===== config.mk =====
export PLATFORM = sky130hd
export DESIGN_NAME = pipelined_carry_adder
export DESIGN_NICKNAME = d
export VERILOG_FILES = /design/src/rtl/pipelined_carry_adder.sv
export SDC_FILE = /design/constraint.sdc
export NUM_CORES = 1
export LEC_CHECK = 0
export BUFFER_PORTS_ARGS = -buffer_cell sky130_fd_sc_hd__clkbuf_2
export CAP_MARGIN = 20
export CORE_UTILIZATION = 45
export DETAILED_ROUTE_END_ITERATION = 12
export PLACE_DENSITY = 0.71
export SLEW_MARGIN = 20
export SYNTH_ARGS = -nofsm -noshare
export SYNTH_HDL_FRONTEND = slang
export SYNTH_SLANG_ARGS = --single-unit

===== constraint.sdc =====
create_clock -name clk -period 4.4 [get_ports clk]
set_input_delay 0.22 -clock clk [delete_from_list [all_inputs] [get_ports clk]]
set_output_delay 0.22 -clock clk [all_outputs]
set_load 0.02 [all_outputs]

===== src/rtl/pipelined_carry_adder.sv =====
// Chunked adder/subtractor with one registered carry hop per stage.
// Define PCA_OVF_EN to add the signed-overflow output ovf.
module pipelined_carry_adder #(
    parameter int WIDTH  = 16,
    parameter int STAGES = 4
) (
    input  logic             clk,
    input  logic             rst,
    input  logic [WIDTH-1:0] a,
    input  logic [WIDTH-1:0] b,
    input  logic             cin,
    input  logic             sub,
    input  logic             in_valid,
    output logic             in_ready,
    output logic [WIDTH-1:0] sum,
    output logic             cout,
    output logic             out_valid,
    input  logic             out_ready
`ifdef PCA_OVF_EN
    ,
    output logic             ovf
`endif
);
    localparam int CHUNK = WIDTH / STAGES;
    localparam int LAST  = STAGES - 1;

    logic             adv;
    logic [WIDTH-1:0] bx;
    logic             c0;

    assign adv      = out_ready || !out_valid;
    assign in_ready = adv;

    // subtract runs as a + ~b + !cin so one carry chain serves both
    assign bx = sub ? ~b : b;
    assign c0 = sub ? ~cin : cin;

    for (genvar k = 0; k < STAGES; k++) begin : g_st
        logic [WIDTH-1:0] pa;
        logic [WIDTH-1:0] pb;
        logic [WIDTH-1:0] pr;
        logic [WIDTH-1:0] nr;
        logic [WIDTH-1:0] a_q;
        logic [WIDTH-1:0] b_q;
        logic [WIDTH-1:0] r_q;
        logic             pc;
        logic             pv;
        logic             cy_q;
        logic             vld_q;
        logic [CHUNK:0]   part;

        if (k == 0) begin : g_in
            assign pa = a;
            assign pb = bx;
            assign pr = '0;
            assign pc = c0;
            assign pv = in_valid;
        end else begin : g_fwd
            assign pa = g_st[k-1].a_q;
            assign pb = g_st[k-1].b_q;
            assign pr = g_st[k-1].r_q;
            assign pc = g_st[k-1].cy_q;
            assign pv = g_st[k-1].vld_q;
        end

        assign part = {1'b0, pa[k*CHUNK +: CHUNK]}
                    + {1'b0, pb[k*CHUNK +: CHUNK]}
                    + {{CHUNK{1'b0}}, pc};

        // finished low slices ride along with the operands
        always_comb begin
            nr = pr;
            nr[k*CHUNK +: CHUNK] = part[CHUNK-1:0];
        end

        always_ff @(posedge clk) begin
            if (rst) begin
                vld_q <= 1'b0;
                cy_q  <= 1'b0;
                a_q   <= '0;
                b_q   <= '0;
                r_q   <= '0;
            end else if (adv) begin
                vld_q <= pv;
                cy_q  <= part[CHUNK];
                a_q   <= pa;
                b_q   <= pb;
                r_q   <= nr;
            end
        end
    end

    assign sum       = g_st[LAST].r_q;
    assign cout      = g_st[LAST].cy_q;
    assign out_valid = g_st[LAST].vld_q;

`ifdef PCA_OVF_EN
    logic ovf_q;

    // pb is already ~b for subtract, so one sign rule covers both
    always_ff @(posedge clk) begin
        if (rst) begin
            ovf_q <= 1'b0;
        end else if (adv) begin
            ovf_q <= (g_st[LAST].pa[WIDTH-1] == g_st[LAST].pb[WIDTH-1])
                  && (g_st[LAST].part[CHUNK-1] != g_st[LAST].pa[WIDTH-1]);
        end
    end

    assign ovf = ovf_q;
`endif

endmodule


## Yosys cells after proc, flatten, opt, wreduce, memory -nomap -nowiden

Cells that the tools add are included.

| storage, ports and cells | value |
|---|---|
| input bits | 38 |
| bits in registers | 144 |
| output and inout bits | 19 |

| cells by class | value |
|---|---|
| multiplexer cells | 2 |
| bitwise gates (word level) | 2 |
| add/sub/neg operators | 8 |
| reduce and logical (&&, ||, !) cells | 2 |

Operator list:

| operator | number |
|---|---|
| adder 4 x 4 -> 5 bit | 4 |
| adder 5 x 1 -> 5 bit | 4 |
| 2-to-1 mux 16 bit | 1 |
| inverter 16 bit | 1 |
| logical NOT 1 bit | 1 |
| logical OR 1 bit | 1 |
| 2-to-1 mux 1 bit | 1 |
| inverter 1 bit | 1 |

## Longest topological paths before layout

Gate-level depths: netlist (run 1).

| logic depth | value |
|---|---|
| depth in word-level cells | 4 |
| gate-level depth with buffers | 8 |
| gate-level depth less buffers | 6 |

## Worst setup path after synthesis (run 1)

Ideal clock, no wire load.

| path | value |
|---|---|
| path type | input to register |
| start point | input sub |
| end point | register g_st[0].cy_q |
| library setup time | 0.122 ns |
| data required time | 4.278 ns |
| data arrival time | 1.995 ns |
| stages | 8 |
| path buffers | 2 |
| slack | 2.283 ns |
| cells stage by stage | buf_4 buf_4 xor2_1 fa_1 fa_1 a21o_1 a211oi_1 nor3_1 |

| between the ends | value |
|---|---|
| word-level cells in the longest chain between the ends | 3 |
| elaborated cells on any way between the ends | 4 |
| those cells by class | add/sub (2); mux (2) |

Ends and longest elaborated chain:

| item | line | RTL |
|---|---|---|
| from (decl) | 12 | `input logic sub,` |
| 2-to-1 mux 16 bit | 35 | `assign bx = sub ? ~b : b;` |
| adder 4 x 4 -> 5 bit | 67 | `+ {1'b0, pb[k*CHUNK +: CHUNK]}` |
| adder 5 x 1 -> 5 bit (*) | 68 | `+ {{CHUNK{1'b0}}, pc};` |
| to (signal assigned) | 85 | `cy_q <= part[CHUNK];` |
| to (decl) | 48 | `logic cy_q;` |

Every way passes the cells marked *; elsewhere a longest branch is shown, timed or not.
A chain may end at the register's enable or synchronous reset.

## Worst setup path after layout (run 1)

Same ends and word-level chain as after synthesis.

==> load_flow_metrics.sql, run 1 <==
INSERT INTO impl_metrics (metric_group, metric, value, unit) VALUES
('cells_and_area', 'drive_gt1_frac', '0.1683', ''),
('critical_path', 'regToRegSetupSlack', '2540', 'ps'),
('pwr', 'power.density_cell_area', '370.8', 'mW/mm²'),
('hold_path', 'timing.hold.worst_endpoint', 'g_st[0].a_q[14]', ''),
('hold_path', 'hold_path_startpoint', 'a[14]', ''),
('grt', 'grt_use_total', '0.1723', ''),
('grt', 'largest_net_degree_at_the_start_of_global_routing', '109', ''),
('critical_path', 'worst_r2r_start', 'g_st[2].a_q[12]', ''),
('synth', 'yosys.area.top_type_share', '0.4667', ''),
('floorplanning', 'core.rowCount', '34', ''),
('drt', 'route.detailed.drc', '4', ''),
('drt', 'avgViaCountPerCell', '5.090', ''),
('pwr', 'power.ir.vdd_worst', '0.1912', 'mV'),
('critical_path', 'worst-r2r-cell-count', '5', ''),
('status', 'failed_checks', 'design-rule violations', ''),
('sta', 'timing.final.crit_period', '2093', 'ps'),
('place', 'count_of_buffers_inserted_at_the_top_level_ports', '56', ''),
('synth', 'post_synthesis_cell_area', '0.004118', 'mm²'),
('sta', 'tightestPinTransition', '1101', 'ps'),
('critical_path', 'timing.critical_path.from', 'sub', ''),
('sta', 'worst_rel_slew_slack', '0.2661', ''),
('cts', 'ctsRootBufferMaster', 'clkbuf_8', ''),
('sta', 'layout_worst_path_cycle_share', '0.4757', ''),
('floorplanning', 'core_area', '0.008806', 'mm²'),
('drt', 'dr.first_iter.drc_count', '152', ''),
('cts', 'cts_hold_repair.buffers', '0', ''),
('synth', 'post_synth_main_area_contributors', 'dfxtp_1, nand2_1, a21oi_1, a211oi_2, fa_1', ''),
('synth', 'asyncSetResetFlopFracSynth', '0', ''),
('grt', 'globalRouteOverflowTotal', '0', ''),
('sta', 'setup_viol_count_final', '0', ''),
('synth', 'syn-mean-instance-area', '8.724', 'µm²'),
('critical_path', 'element_type_at_the_critical_path_start', 'input pin', ''),
('synth', 'count_of_flip_flops_with_a_built_in_enable_after_synthesis', '0', ''),
('synth', 'postSynthNetCount', '530', ''),
('synth', 'synthMostInstantiatedCell', 'nand2_1', ''),
('grt', 'antenna_violations_before_repair', '0', ''),
('synth', 'synth_common_cells', 'nand2_1, dfxtp_1, a21oi_1', ''),
('sta', 'grt_setup_unrepaired', 'false', ''),
('cells_and_area', 'final_design_area_no_fill', '0.004496', 'mm²'),
('floorplanning', 'die_wd', '97.66', 'µm'),
('sta', 'clock_skew', '12.02', 'ps'),
('cts', 'cts_tree', 'yes', ''),
('grt', 'global_route_wire_length_before_repair', '13490', 'µm'),
('sta', 'timing.fmax', '477.7', 'MHz'),
('cts', 'cts.htree.levels', '3', ''),
('hold_path', 'timing.hold.worst.class', 'input pin to register', ''),
('drt', 'num_vias', '3151', ''),
('cts', 'clkSlewWorstSetupHoldPaths', '100', 'ps'),
('cts', 'skew_pair_late_insertion_delay', '350', 'ps'),
('grt', 'first_global_vias', '3140', ''),
('floorplanning', 'die_outline_area', '0.009537', 'mm²'),
('synth', 'yosysTopAreaCell', 'dfxtp_1', ''),
('pwr', 'leakagePower', '1.842', 'nW'),
('drt', 'drtAntennaViolNets', '0', ''),
('cells_and_area', 'antenna_cells_inserted', '0', ''),
('synth', 'yosys_register_bits', '96', ''),
('place', 'placed_cell_area', '0.004323', 'mm²'),
('status', 'outcome', 'finished, violations left', ''),
('floorplanning', 'top_level_ports', '57', ''),
('critical_path', 'worstPathMaxFanout', '17', ''),
('sta', 'hold_violations', '0', ''),
('cts', 'clock_sink_count', '96', ''),
('critical_path', 'cp.arrival', '2290', 'ps'),
('floorplanning', 'start_util', '0.4676', ''),
('hold_path', 'worstHoldPathCells', '3', ''),
('synth', 'synth-warning-count', '0', ''),
('drt', 'total_routed_length', '7763', 'µm'),
('cells_and_area', 'finalNonFillerCells', '619', ''),
('place', 'dpl.hpwl', '4894', 'µm'),
('place', 'placed_cells_incl_taps', '603', ''),
('synth', 'netlist-cell-type-count', '28', '');
## state kept, by name, summed over array words and instances (netlist names)
name and cells:
g_st.vld_q 3, out_valid 1, g_st.b_q 24, cout 1, sum 16, g_st.cy_q 3
g_st.a_q 24, g_st.r_q 24
## critical path, cell delays in order
cell      delay [ps]
clkbuf_2         350
xor2_1           290
fa_1             460
fa_1             440
a21o_1           190
a211oi_1         250
nor3_1            80
## layer usage
layer	share of wire	track usage
met5	0	0
met4	0.023	0.07692
met3	0.027	0.02878
met2	0.48	0.3099
met1	0.47	0.1997
## layout by cell type (no fill, tap or decap), drive strengths merged
cell / netlist / layout
nor3: 2 / 2
or3: 2 / 2
inv: 7 / 8
nand2b: 2 / 2
nand3: 4 / 4
fa: 8 / 8
nand4: 2 / 2
nand3b: 4 / 4
clkinv: 0 / 2
nor2b: 5 / 5
xnor2: 15 / 15
a21oi: 75 / 75
buf: 31 / 2
a21o: 4 / 4
a211oi: 20 / 20
o211ai: 2 / 2
nand2: 142 / 142
ha: 12 / 12
nor2: 24 / 24
clkbuf: 3 / 66
xor2: 6 / 6
a2111o: 4 / 4
o21ai: 2 / 2
dfxtp: 96 / 96
clkinvlp: 0 / 2
## cell type report
cell class                      count  area [µm²]
Clock buffer                       11       131.4
Clock inverter                      5       41.29
Fill cell                         850        4310
Inverter                            7       31.28
Multi-Input combinational cell    335        1944
Sequential cell                    96        1922
Tap cell                          108       135.1
Timing Repair Buffer               57       290.3
## worst max path at each step
stage / endpoint / slack, ps / cells past startpoint
final: g_st[0].cy_q / 2310 / 7
after floorplan: g_st[0].cy_q / 2280 / 8
after CTS: g_st[0].cy_q / 2310 / 7
after detailed placement: g_st[0].cy_q / 1930 / 7
after global placement: g_st[0].cy_q / 2050 / 7
after global routing: g_st[0].cy_q / 2240 / 7
## logic make-up (layout without fill, tap and decap cells)
group                      count (synthesis)  after routing  share of synthesized area
AOI/OAI and AO/OA                        107            107                     0.1677
xor gates and xnor gates                  21             21                    0.04467
adders and majority gates                 20             20                    0.07536
buffers and inverters                     41             80                    0.06107
DFF                                       96             96                     0.4667
and+or+nand+nor                          187            187                     0.1844
## power breakdown
group          switching [mW]  internal, mW  leakage, nW
registers              0.0307         0.927        0.789
logic                   0.106        0.0873        0.973
clock network           0.306         0.210       0.0801
total                   0.443          1.22         1.84
## through the flow
stage	utilization	hold slack (ps)	worst slack [ps]
global route	0.5105	69.94	2238
detailed placement	0.4909	444.6	1927
global placement	0.4909	438.0	2048
finish	0.5105	78.56	2307
floorplan	-	360.5	2283
CTS	0.5105	70.38	2313
No activity file was read; power rests on OpenSTA's default activity.
==> run 2, diff against run 1 <==
Settings changed: PLACE_DENSITY 0.71 to 0.73.
Clock period 4.4 ns to 1.8 ns, I/O delays scaled along.
==> run 2 against run 1 <==
  * The flow still finishes with violations (design-rule violations)
  * Critical path type is now register to register
  * Largest power group unchanged
  * Clock power increased to 2.6 times the previous value
  * Combinational power increased to 2.7 times the previous value
  * Worst hold slack got worse by 34 ps
  * Core utilization increased by 3.2 points
  * Non-clock buffer count increased by 23
  * Wire length increased by 2.5%
  * Clock skew increased by 5.4 ps
  * Sequential power increased by 140%
  * Register-to-register slack got worse by 2500 ps
==> load_flow_metrics.sql, run 2 (same netlist as run 1, synthesis figures left out) <==
INSERT INTO impl_metrics (metric_group, metric, value, unit) VALUES
('status', 'outcome', 'finished, violations left', ''),
('status', 'failed_checks', 'design-rule violations', ''),
('sta', 'tightestPinTransition', '531.2', 'ps'),
('cells_and_area', 'nets', '587', ''),
('critical_path', 'worst_path_cell_with_the_longest_stage_delay', 'fa_2', ''),
('sta', 'hold_violations', '0', ''),
('drt', 'num_vias', '3231', ''),
('grt', 'use_met1', '0.2286', ''),
('hold_path', 'hold_path_startpoint', 'b[14]', ''),
('floorplanning', 'top_level_ports', '57', ''),
('pwr', 'share_comb_of_total_power', '0.122', ''),
('drt', 'total_routed_length', '7959', 'µm'),
('cells_and_area', 'largest_registers', 'g_st.a_q x24, g_st.b_q x24, g_st.r_q x24', ''),
('hold_path', 'timing.hold.worst.class', 'input pin to register', ''),
('floorplanning', 'vertical_die_dimension', '97.66', 'µm'),
('pwr', 'share_of_power_burned_in_registers', '0.558', ''),
('cts', 'cts.htree.levels', '3', ''),
('sta', 'timing.setup.tns', '0', 'ps'),
('grt', 'largest_net_degree_at_the_start_of_global_routing', '65', ''),
('pwr', 'power.clock.fraction', '0.320', ''),
('sta', 'setup_ws', '88.14', 'ps'),
('cells_and_area', 'drive_gt1_frac', '0.1948', ''),
('cells_and_area', 'layout_commonest_cell', 'nand2_1', ''),
('sta', 'timing.fmax', '584.2', 'MHz'),
('place', 'placed_cells_incl_taps', '613', ''),
('cts', 'numCtsBuffers', '9', ''),
('pwr', 'power.ir.vdd_worst', '0.3499', 'mV'),
('place', 'count_of_buffers_inserted_at_the_top_level_ports', '56', ''),
('grt', 'grt_use_total', '0.1795', ''),
('grt', 'globalRouteMet3Util', '0.03957', ''),
('cells_and_area', 'final_cell_mix', 'nand2_1, dfxtp_1, a21oi_1', ''),
('drt', 'dr.pass1.iters', '9', ''),
('cts', 'cts-root-to-sink-buffers', '2', ''),
('cells_and_area', 'fillerInstances', '819', ''),
('cells_and_area', 'flow.area_growth_from_synthesis', '16.07', '%'),
('grt', 'grt_busiest_layer', 'met2', ''),
('pwr', 'p_int', '3.096', 'mW'),
('run', 'number_of_violations_of_the_max_capacitance_limit', '0', ''),
('cells_and_area', 'antenna_cells_inserted', '0', ''),
('cts', 'clock_sink_count', '96', ''),
('pwr', 'leakagePower', '1.971', 'nW'),
('sta', 'layout_worst_path_cycle_share', '0.9510', ''),
('grt', 'globalRouteOverflowTotal', '0', ''),
('cts', 'ctsRootBufferMaster', 'clkbuf_8', ''),
('sta', 'worst_rel_slew_slack', '0.6459', ''),
('sta', 'timing.final.crit_period', '1712', 'ps'),
('place', 'dpl.hpwl', '5376', 'µm'),
('pwr', 'swShare', '0.2627', ''),
('critical_path', 'worst_r2r_start', 'g_st[2].a_q[12]', ''),
('drt', 'drtAntennaViolNets', '0', ''),
('drt', 'route.detailed.drc', '8', ''),
('grt', 'antenna_violations_before_repair', '0', ''),
('critical_path', 'element_type_at_the_critical_path_start', 'register', ''),
('sta', 'hold_slack', '44.11', 'ps'),
('drt', 'avgViaCountPerCell', '5.033', ''),
('critical_path', 'regToRegSetupSlack', '90', 'ps'),
('critical_path', 'cp_data_required_time', '2030', 'ps'),
('critical_path', 'cp.arrival', '1940', 'ps'),
('critical_path', 'timing.critical_path.cells', 'fa_2, fa_1, a21o_1, a211oi_2, nor3_1', ''),
('pwr', 'power.density_cell_area', '878.5', 'mW/mm²'),
('cts', 'skew_pair_late_insertion_delay', '360', 'ps'),
('grt', 'global_route.usage.met2', '0.2924', ''),
('sta', 'setup_viol_count_final', '0', ''),
('critical_path', 'worstPathMaxFanout', '2', ''),
('floorplanning', 'start_util', '0.4676', ''),
('hold_path', 'worstHoldPathCells', '3', ''),
('cts', 'cts_tree', 'yes', ''),
('cells_and_area', 'finalNonFillerCells', '642', ''),
('sta', 'grt_setup_unrepaired', 'false', ''),
('floorplanning', 'die_wd', '97.66', 'µm'),
('cells_and_area', 'regArea', '0.001922', 'mm²'),
('pwr', 'p_total', '4.199', 'mW'),
('hold_path', 'timing.hold.worst_endpoint', 'g_st[0].b_q[14]', ''),
('critical_path', 'worst-r2r-cell-count', '5', ''),
('critical_path', 'criticalPathCategory', 'register to register', ''),
('critical_path', 'crit_path_end_kind', 'register', ''),
('drt', 'routed_wire_length_per_instance', '12.40', 'µm'),
('sta', 'clock_skew', '17.43', 'ps'),
('place', 'preCtsSetupSlack', '7.691', 'ps'),
('floorplanning', 'core_area', '0.008806', 'mm²'),
('critical_path', 'worst_r2r_endpoint', 'cout', ''),
('pwr', 'net-switching-power', '1.103', 'mW'),
('floorplanning', 'core.rowCount', '34', ''),
('cts', 'clkSlewWorstSetupHoldPaths', '100', 'ps'),
('critical_path', 'cp_slowest_stage_delay', '400', 'ps'),
('drt', 'dr.first_iter.drc_count', '186', ''),
('floorplanning', 'die_outline_area', '0.009537', 'mm²'),
('grt', 'first_global_vias', '3161', ''),
('grt', 'global_route_wire_length_before_repair', '14010', 'µm'),
('sta', 'maxSlewViolCount', '0', ''),
('cells_and_area', 'multiInputGateArea', '0.001969', 'mm²'),
('place', 'gp_routability_congestion', '0.7155', '');
-- run 2: repair_timing --
| action | CTS | global route |
|---|---|---|
| endpoints found under the setup margin | 1 | 1 |
| endpoints found under the hold margin | 13 | 0 |
| buffers inserted | 0 | 0 |
| hold buffers | 13 | 0 |
| gates resized for setup | 1 | 1 |
-- run 2: final cells by class --
cell class,count,area share
Multi-Input combinational cell,335,0.4120
Tap cell,108,0.02827
Clock inverter,5,0.007853
Sequential cell,96,0.4021
Timing Repair Buffer,80,0.1115
Clock buffer,11,0.03168
Inverter,7,0.006545
-- run 2: stage by stage --
stage / cell area (µm²) / utilization
after floorplan: 4160 / -
after global placement: 4453 / 0.5057
after detailed placement: 4453 / 0.5057
after CTS: 4775 / 0.5422
after global routing: 4780 / 0.5428
final: 4780 / 0.5428
-- run 2: worst max path at each step --
stage	start	endpoint	slack (ps)	cells past startpoint
6_report	g_st[2].a_q[12]	cout	90	5
3_3_place_gp	g_st[2].a_q[12]	cout	40	5
3_5_place_dp	sub	g_st[0].cy_q	8	7
5_1_grt	g_st[2].a_q[12]	cout	10	5
4_1_cts	g_st[2].a_q[12]	cout	60	5
2_1_floorplan	sub	g_st[0].cy_q	-20	8
-- run 2: power by group through the flow --
stage	logic, mW	clock network (mW)	registers (mW)
2_1_floorplan	0.356	0	2.39
3_3_place_gp	0.478	0	2.39
3_5_place_dp	0.492	0	2.39
4_1_cts	0.518	1.38	2.34
5_1_grt	0.579	1.46	2.36
6_report	0.513	1.34	2.34
-- run 2: worst max-delay path: cells and delay by family (launching register included) --
kind / cells / cell delay, ps
fa+ha+maj: 2 / 780
simple gates: 1 / 70
flops: 1 / 340
compound gates: 2 / 400
-- run 2: routing by layer --
metal / vias to the layer above / routed length (µm) / share of wire
met5: - / 0 / 0
met1: 1495 / 3797 / 0.48
li1: 1664 / - / -
met4: 0 / 180 / 0.023
met2: 59 / 3686 / 0.46
met3: 13 / 296 / 0.037
==> run 3, diff against run 2 <==
Settings changed: CAP_MARGIN 20 to unset, REMOVE_ABC_BUFFERS set to 1.
==> run 3 against run 2 <==
  * The flow still finishes with violations (design-rule violations)
  * Sequential power about the same
  * Flip-flop and latch count unchanged
  * Core utilization decreased by 0.50 points
  * Worst hold slack about the same
  * Sequential share of layout area increased by 0.37 points
  * Via count decreased by 0.34%
  * Clock power increased by 7%
  * Non-clock buffer count decreased by 1
  * Die area unchanged
  * Cell area decreased by 0.92%
  * Clock skew decreased by 8.3 ps
  * Setup slack got worse by 39 ps
  * Largest cell class unchanged
  * Largest power group unchanged
  * Highest routed layer unchanged
==> load_flow_metrics.sql, run 3 (same netlist as run 1, synthesis figures left out) <==
INSERT INTO impl_metrics (metric_group, metric, value, unit) VALUES
('status', 'outcome', 'finished, violations left', ''),
('status', 'failed_checks', 'design-rule violations', ''),
('run', 'number_of_violations_of_the_max_capacitance_limit', '0', ''),
('place', 'count_of_buffers_inserted_at_the_top_level_ports', '56', ''),
('grt', 'largest_net_degree_at_the_start_of_global_routing', '109', ''),
('sta', 'maxSlewViolCount', '0', ''),
('critical_path', 'crit_path_end_kind', 'register', ''),
('drt', 'drtAntennaViolNets', '0', ''),
('cts', 'clock_sink_count', '96', ''),
('grt', 'antenna_violations_before_repair', '0', ''),
('floorplanning', 'vertical_die_dimension', '97.66', 'µm'),
('drt', 'dr.first_iter.drc_count', '107', ''),
('critical_path', 'critical-path-top-delay-family', 'adder cells', ''),
('pwr', 'power.ir.vdd_worst', '0.3526', 'mV'),
('critical_path', 'cp_data_required_time', '2030', 'ps'),
('critical_path', 'cp.arrival', '1990', 'ps'),
('place', 'gp_routability_congestion', '0.7284', ''),
('cells_and_area', 'fillerInstances', '830', ''),
('cts', 'skew_pair_late_insertion_delay', '360', 'ps'),
('cts', 'postCtsSetupRepairBufs', '0', ''),
('grt', 'first_global_vias', '3132', ''),
('cts', 'cts_tree', 'yes', ''),
('pwr', 'power.density_cell_area', '903.4', 'mW/mm²'),
('critical_path', 'timing.critical_path.cells', 'fa_2, fa_1, a21o_1, a211oi_2, nor3_1', ''),
('pwr', 'power.clock.fraction', '0.334', ''),
('hold_path', 'worstHoldPathCells', '3', ''),
('drt', 'total_routed_length', '7700', 'µm'),
('drt', 'routed_wire_length_per_instance', '12.01', 'µm'),
('cts', 'cts.htree.levels', '3', ''),
('cells_and_area', 'layout_commonest_cell', 'nand2_1', ''),
('cts', 'ctsRootBufferMaster', 'clkbuf_8', ''),
('floorplanning', 'core_area', '0.008806', 'mm²'),
('cells_and_area', 'final_cell_mix', 'nand2_1, dfxtp_1, a21oi_1', ''),
('critical_path', 'worstPathMaxFanout', '2', ''),
('hold_path', 'hold_path_startpoint', 'b[9]', ''),
('floorplanning', 'die_wd', '97.66', 'µm'),
('pwr', 'share_of_power_burned_in_registers', '0.547', ''),
('critical_path', 'regToRegSetupSlack', '50', 'ps'),
('grt', 'grt_use_total', '0.1724', ''),
('cells_and_area', 'final_core_util', '0.5378', ''),
('pwr', 'net-switching-power', '1.114', 'mW'),
('sta', 'tightestPinTransition', '616.5', 'ps'),
('critical_path', 'worst_r2r_endpoint', 'cout', ''),
('critical_path', 'element_type_at_the_critical_path_start', 'register', ''),
('pwr', 'p_int', '3.164', 'mW'),
('critical_path', 'worst_r2r_start', 'g_st[2].a_q[12]', ''),
('sta', 'timing.final.crit_period', '1751', 'ps'),
('floorplanning', 'die_outline_area', '0.009537', 'mm²'),
('floorplanning', 'top_level_ports', '57', ''),
('sta', 'worst_rel_slew_slack', '0.5890', ''),
('cells_and_area', 'drive_gt1_frac', '0.1857', ''),
('critical_path', 'criticalPathCategory', 'register to register', ''),
('cells_and_area', 'antenna_cells_inserted', '0', ''),
('sta', 'timing.fmax', '571.0', 'MHz'),
('hold_path', 'timing.hold.worst.class', 'input pin to register', ''),
('pwr', 'leakagePower', '1.954', 'nW'),
('critical_path', 'cp.buffers_inverters', '0', ''),
('cts', 'numCtsBuffers', '9', ''),
('hold_path', 'timing.hold.worst_endpoint', 'g_st[0].b_q[9]', ''),
('grt', 'global_route_wire_length_before_repair', '13300', 'µm'),
('pwr', 'swShare', '0.2604', ''),
('sta', 'setup_viol_count_final', '0', ''),
('cts', 'clkSlewWorstSetupHoldPaths', '90', 'ps'),
('sta', 'hold_slack', '44.33', 'ps'),
('pwr', 'share_comb_of_total_power', '0.119', ''),
('critical_path', 'worst_path_cell_with_the_longest_stage_delay', 'fa_2', ''),
('drt', 'route.detailed.drc', '11', ''),
('sta', 'hold_violations', '0', ''),
('drt', 'num_vias', '3220', ''),
('critical_path', 'worst-r2r-cell-count', '5', ''),
('cells_and_area', 'largest_registers', 'g_st.a_q x24, g_st.b_q x24, g_st.r_q x24', ''),
('cells_and_area', 'nets', '586', ''),
('cells_and_area', 'flow.area_growth_from_synthesis', '15.01', '%'),
('sta', 'clock_skew', '9.102', 'ps'),
('floorplanning', 'start_util', '0.4676', ''),
('drt', 'dr.pass1.iters', '10', ''),
('grt', 'globalRouteOverflowTotal', '0', ''),
('drt', 'avgViaCountPerCell', '5.023', ''),
('sta', 'layout_worst_path_cycle_share', '0.9729', ''),
('critical_path', 'cp_slowest_stage_delay', '400', 'ps'),
('cts', 'cts-root-to-sink-buffers', '2', ''),
('place', 'dpl.hpwl', '5038', 'µm'),
('floorplanning', 'core.rowCount', '34', '');
==> run 3: cell count changes in the layout (fill, tap and decap cells not counted), sizes merged <==
cell      before  now
bufinv         0    1
inv            9    8
clkinvlp       2    3
buf           12   11
clkbuf        66   64
clkinv         1    2
==> run 3: final cells by class <==
type,count,area (µm²),area share
clock inverters,7,81.33,0.01717
flip-flops and latches,96,1922,0.4058
repair buffers,79,488.0,0.1030
clock buffers,9,123.9,0.02616
well taps,108,135.1,0.02853
inverters,7,33.78,0.007133
multi-input cells,335,1952,0.4122
==> run 3: power by group through the flow <==
stage	clock network, mW	registers [mW]	logic, mW
after floorplan	0	2.39	0.290
after global placement	0	2.38	0.468
after detailed placement	0	2.39	0.491
after CTS	1.47	2.34	0.515
after global routing	1.57	2.36	0.576
final	1.43	2.34	0.510
==> run 3: worst register-to-register path: stages, from the launching register on <==
cell,delay (ps)
dfxtp_1,340
fa_2,400
fa_1,400
a21o_1,210
a211oi_2,210
nor3_1,70
==> run 3: worst max-delay path by stage <==
stage / startpoint / end / slack, ps / depth (start not counted)
global placement: sub / g_st[0].cy_q / 7 / 7
CTS: out_valid / in_ready / 5 / 3
detailed placement: sub / g_st[0].cy_q / -100 / 7
finish: g_st[2].a_q[12] / cout / 50 / 5
global route: g_st[2].a_q[12] / cout / -30 / 5
floorplan: out_valid / g_st[0].b_q[10] / -680 / 4
==> run 3: repair_timing <==
action,in CTS,in global routing
setup endpoints to repair,1,2
gates resized for setup,1,3
hold buffers,13,0
hold endpoints to repair,13,0
==> run 3: through the flow <==
step           total power, mW  worst slack [ps]  instance area [µm²]  setup TNS (ps)  cells
2_1_floorplan            2.682            -679.6                 3897          -57080    438
3_3_place_gp             2.851             7.256                 4390               0    612
3_5_place_dp             2.880            -95.16                 4390          -189.7    612
4_1_cts                  4.330             5.189                 4728               0    641
5_1_grt                  4.500            -33.14                 4736          -33.14    641
6_report                 4.278             48.74                 4736               0    641
==> run 3: routing by layer <==
| layer | GRT usage | wire length [µm] |
|---|---|---|
| met5 | 0 | 0 |
| met3 | 0.03094 | 234 |
| met2 | 0.3099 | 3759 |
| met1 | 0.1977 | 3537 |
| met4 | 0.07925 | 169 |
